**src/rtl/gcd_controller_pkg.sv**
```systemverilog
// Shared encodings for the GCD controller: FSM states and datapath mux selects.
package gcd_controller_pkg;

   typedef enum logic [2:0] {
      IDLE   = 3'd0,
      LOAD_A = 3'd1,
      LOAD_B = 3'd2,
      RUN    = 3'd3,
      DONE   = 3'd4,
      ERR    = 3'd5
   } state_e;

   localparam logic SEL_A   = 1'b0;
   localparam logic SEL_B   = 1'b1;
   localparam logic BUS_SUB = 1'b0;
   localparam logic BUS_IN  = 1'b1;

endpackage

```
**src/rtl/gcd_controller.sv**
```systemverilog
// Control FSM for the subtract-and-compare GCD datapath, with a bounded
// iteration budget that aborts non-converging (zero operand) runs.
module gcd_controller
   import gcd_controller_pkg::*;
#(
   parameter int unsigned CNT_W    = 16,
   parameter int unsigned MAX_ITER = 65535
) (
   input  logic             clk,
   input  logic             rst,
   input  logic             start,
   input  logic             in_valid,
   output logic             in_ready,
   input  logic             gt,
   input  logic             lt,
   input  logic             eq,
   output logic             ldA,
   output logic             ldB,
   output logic             sel1,
   output logic             sel2,
   output logic             sel_in,
   output logic             busy,
   output logic             done,
   output logic             err,
   output logic [CNT_W-1:0] iter_cnt
);

   state_e           state_q, state_d;
   logic [CNT_W-1:0] iter_q, iter_d;

   always_ff @(posedge clk or posedge rst) begin
      if (rst) begin
         state_q <= IDLE;
         iter_q  <= '0;
      end else begin
         state_q <= state_d;
         iter_q  <= iter_d;
      end
   end

   // Next state, counter update and control decode; outputs follow state/flags directly.
   always_comb begin
      state_d  = state_q;
      iter_d   = iter_q;
      in_ready = 1'b0;
      ldA      = 1'b0;
      ldB      = 1'b0;
      sel1     = SEL_A;
      sel2     = SEL_A;
      sel_in   = BUS_SUB;
      busy     = 1'b0;
      done     = 1'b0;
      err      = 1'b0;

      unique case (state_q)
         IDLE: begin
            if (start) begin
               state_d = LOAD_A;
               iter_d  = '0;
            end
         end
         LOAD_A: begin
            busy     = 1'b1;
            in_ready = 1'b1;
            sel_in   = BUS_IN;
            ldA      = in_valid;
            if (in_valid) state_d = LOAD_B;
         end
         LOAD_B: begin
            busy     = 1'b1;
            in_ready = 1'b1;
            sel_in   = BUS_IN;
            ldB      = in_valid;
            if (in_valid) state_d = RUN;
         end
         RUN: begin
            busy = 1'b1;
            // Equality wins over the budget so a run finishing on the last allowed step succeeds.
            if (eq) begin
               state_d = DONE;
            end else if (iter_q == CNT_W'(MAX_ITER)) begin
               state_d = ERR;
            end else if (gt) begin
               sel1   = SEL_A;
               sel2   = SEL_B;
               sel_in = BUS_SUB;
               ldA    = 1'b1;
               iter_d = iter_q + CNT_W'(1);
            end else if (lt) begin
               sel1   = SEL_B;
               sel2   = SEL_A;
               sel_in = BUS_SUB;
               ldB    = 1'b1;
               iter_d = iter_q + CNT_W'(1);
            end else begin
               state_d = ERR;
            end
         end
         DONE: begin
            busy    = 1'b1;
            done    = 1'b1;
            state_d = IDLE;
         end
         ERR: begin
            busy    = 1'b1;
            done    = 1'b1;
            err     = 1'b1;
            state_d = IDLE;
         end
         default: begin
            state_d = IDLE;
         end
      endcase
   end

   assign iter_cnt = iter_q;

endmodule

```
**config.mk**
```make
export PLATFORM = sky130hd
export DESIGN_NAME = gcd_controller
export DESIGN_NICKNAME = d
export VERILOG_FILES = /design/src/rtl/gcd_controller_pkg.sv /design/src/rtl/gcd_controller.sv
export SDC_FILE = /design/constraint.sdc
export NUM_CORES = 1
export LEC_CHECK = 0
export CAP_MARGIN = 5
export CORE_MARGIN = 2
export CORE_UTILIZATION = 35
export CTS_CLUSTER_DIAMETER = 150
export DETAILED_ROUTE_END_ITERATION = 16
export GPL_ROUTABILITY_DRIVEN = 0
export GPL_TIMING_DRIVEN = 0
export PLACE_DENSITY = 0.68
export SLEW_MARGIN = 5
export SYNTH_ARGS = -nofsm -noshare
export SYNTH_HDL_FRONTEND = slang
export SYNTH_SLANG_ARGS = --single-unit
```
**constraint.sdc**
```tcl
create_clock -name clk -period 2.6 [get_ports clk]
set_input_delay 0.65 -clock clk [delete_from_list [all_inputs] [get_ports clk]]
set_output_delay 0.65 -clock clk [all_outputs]
set_load 0.01 [all_outputs]
```
==> results.sh <==
export IMPL_chipWidth_um=62.98
export IMPL_holdPathEnd="iter_cnt[15]"
export IMPL_root_buffer="clkbuf_4"
export IMPL_pwr_share_clk=0.127
export IMPL_remaining_drc_errors=0
export IMPL_path_clk_slew_ps=100
export IMPL_first_pass_iters=4
export IMPL_sw_frac_of_total=0.3734
export IMPL_start_util=0.3648
export IMPL_arrival_ps=1890
export IMPL_synth_simple_area_share=0.3042
export IMPL_cts_buffer_depth=2
export IMPL_power_per_cell_area_nw_per_um2=706.5
export IMPL_cts_max_level=1
export IMPL_rows=21
export IMPL_p_leak_nw=0.6769
export IMPL_synth_edf_count=0
export IMPL_yosys_register_bits=19
export IMPL_coreArea_um2=3337
export IMPL_drv_slew=0
export IMPL_synthXorXnorAreaFrac=0.01439
export IMPL_max_freq_mhz=393.4
export IMPL_required_ps=1950
export IMPL_hp_class="reg -> reg"
export IMPL_slowest_delay_ps=440
export IMPL_synth_seq_area_share=0.3905
export IMPL_grt_pass1_vias=1105
export IMPL_synth_compound_area_share=0.2086
export IMPL_synthMuxAreaShare=0.008222
export IMPL_combPwrFrac=0.568
export IMPL_track_usage=0.1558
export IMPL_syn_area_per_cell_um2=8.758
export IMPL_grt_pass1_wl_um=4995
export IMPL_routed_wl_um=2973
export IMPL_final_setup_worst_slack_ps=58.02
export IMPL_tightest_slew_ps=720.2
export IMPL_ant_nets=0
export IMPL_slowest_stage="clkdlybuf4s50_1"
export IMPL_intPower_w=0.0007267
export IMPL_portBuffers=31
export IMPL_finalCritPeriodShare=0.9777
export IMPL_ir_drop_uv=252.6
export IMPL_fin_worst_skew_ps=1.849
export IMPL_ys_async_sr_fraction=1.000
export IMPL_diodes=0
export IMPL_period_minus_slack_ps=2542
export IMPL_wl_per_cell_um=13.33
export IMPL_antenna_found_initial=0
export IMPL_setup_viol=0
export IMPL_hold_path_depth=1
export IMPL_max_cap_violations=0
export IMPL_seq_power_share=0.306
export IMPL_netlist_area_um2=1217
export IMPL_netlist_instances=139
export IMPL_rrSetupSlack_ps=850
export IMPL_slew_headroom=0.5193
export IMPL_ios=32
export IMPL_via_count=1189
export IMPL_grt_max_degree=20
export IMPL_reg2reg_to="iter_cnt[6]"
export IMPL_synth_top_family_by_area="simple AND/OR/NAND/NOR gates"
export IMPL_synthAdderAreaFrac=0.01028
export IMPL_final_core_util=0.4919
export IMPL_ys_types=37
export IMPL_critPathCaptureType="output pin"
export IMPL_switchingPower_w=0.0004331
export IMPL_ys_flop_type="dfrtp_1"
export IMPL_place_ws_ps=-386.4
export IMPL_drt_initial_drc_count=65
export IMPL_crit_chain="clkdlybuf4s50_1 -> and4bb_1 -> and3_1 -> nor2_1 -> nor3_1 -> buf_2"
export IMPL_crit_reg2reg_launch="state_q[2]"
export IMPL_ys_warn_count=0
export IMPL_cts_tree="done"
export IMPL_r2r_cells=8
export IMPL_place_hpwl_um=2188
export IMPL_die_height_um=62.98
export IMPL_numClockSinks=19
export IMPL_area_delta_synth_final_pct=34.84
export IMPL_drive_gt1_frac=0.1808
export IMPL_cts_buffers=3
export IMPL_finalPower_w=0.001160
export IMPL_worstSkewPairLatency_ps=290
export IMPL_outcome="completed"
export IMPL_whs_ps=516.2
export IMPL_critical_path_class="in -> out"
export IMPL_die_area_um2=3966
export IMPL_mappedNetlistNets=147
export IMPL_avgViaCountPerCell=5.332
export IMPL_hold_violations=0
export IMPL_final_nets=186
export IMPL_cp_max_fo=2
export IMPL_min_from="iter_cnt[15]"
export IMPL_start_kind="input pin"
export IMPL_rsz0062_at_grt="no"
export IMPL_gr_total_overflow=0
[worst max-delay path: cells and delay by family]
family                 cells  cell delay, ps
buffers and inverters      2             600
and+or+nand+nor            4             640
[worst max path at each step]
stage	start	to	cells after the start
finish	eq	ldA	6
global route	iter_cnt[0]	sel1	7
CTS	iter_cnt[0]	ldB	7
detailed placement	eq	ldA	6
global placement	eq	ldA	6
floorplan	iter_cnt[0]	ldA	6
[cell type report]
class | count | area, um2
Multi-Input combinational cell | 109 | 680.7
Clock buffer | 4 | 26.28
Tap cell | 46 | 57.56
Sequential cell | 19 | 478.0
Inverter | 4 | 15.01
Buffer | 7 | 62.56
Fill cell | 347 | 1695
Timing Repair Buffer | 34 | 321.6
[synth_stat cells (5+ instances only)]
cell type | count | area, um2
nor2_1 | 16 | 60.06
nor3_1 | 5 | 25.02
o21ai_0 | 9 | 45.04
nand2_1 | 15 | 56.30
dfrtp_1 | 19 | 475.5
o21ai_1 | 13 | 65.06
[what timing repair did]
action / in CTS / in global routing
pin swaps: 2 / 1
hold buffers: 0 / 0
endpoints found under the setup margin: 4 / 2
resized for setup: 14 / 3
buffers inserted: 3 / 0
[power groups by stage]
stage / clock network [W] / registers, W / logic, W
global route: 0.000163 / 0.000359 / 0.000723
detailed placement: 0 / 0.000374 / 0.000621
global placement: 0 / 0.000373 / 0.000613
floorplan: 0 / 0.000374 / 0.000385
CTS: 0.000153 / 0.000353 / 0.000666
finish: 0.000147 / 0.000355 / 0.000658
[metal layers]
metal | routed length [um] | vias up | global-route usage
li1 | - | 586 | -
met1 | 1380 | 561 | 0.2032
met2 | 1377 | 38 | 0.2473
met3 | 187 | 4 | 0.03423
met4 | 27 | 0 | 0.06667
met5 | 0 | - | 0
[cells by family after synthesis]
logic type | count (synthesis)
adder cells (fa/ha/maj) | 1
multiplexers | 1
flip-flops | 19
AND/OR/NAND/NOR | 65
XOR/XNOR | 2
buffers and inverters | 11
AO/OA/AOI/OAI | 40
[cell usage in the layout (no fill, tap or decap), drive strengths merged, types with 2 or more instances in the layout]
cell type	n
a31oi	3
a311oi	2
clkdlybuf4s50	27
nand2	15
a21oi	4
and3	2
dfrtp	19
nand4	5
o21ai	24
inv	4
nor2b	2
xnor2	2
nand2b	4
nor2	17
o31ai	4
clkbuf	4
nor3	5
nand3	4
buf	12
o41ai	2
and4	5
[sequential cells by signal, summed over array words and instances (netlist names)]
signal	cells
iter_cnt	16
state_q	3
[stage by stage]
| stage | TNS [ps] | area [um2] | std cells |
|---|---|---|---|
| final | 0 | 1642 | 223 |
| after global routing | 0 | 1642 | 223 |
| after CTS | -24.06 | 1642 | 223 |
| after detailed placement | -1111 | 1585 | 216 |
| after global placement | -921.1 | 1585 | 216 |
| after floorplan | 0 | 1217 | 139 |
No activity file was read; power rests on OpenSTA's default activity.
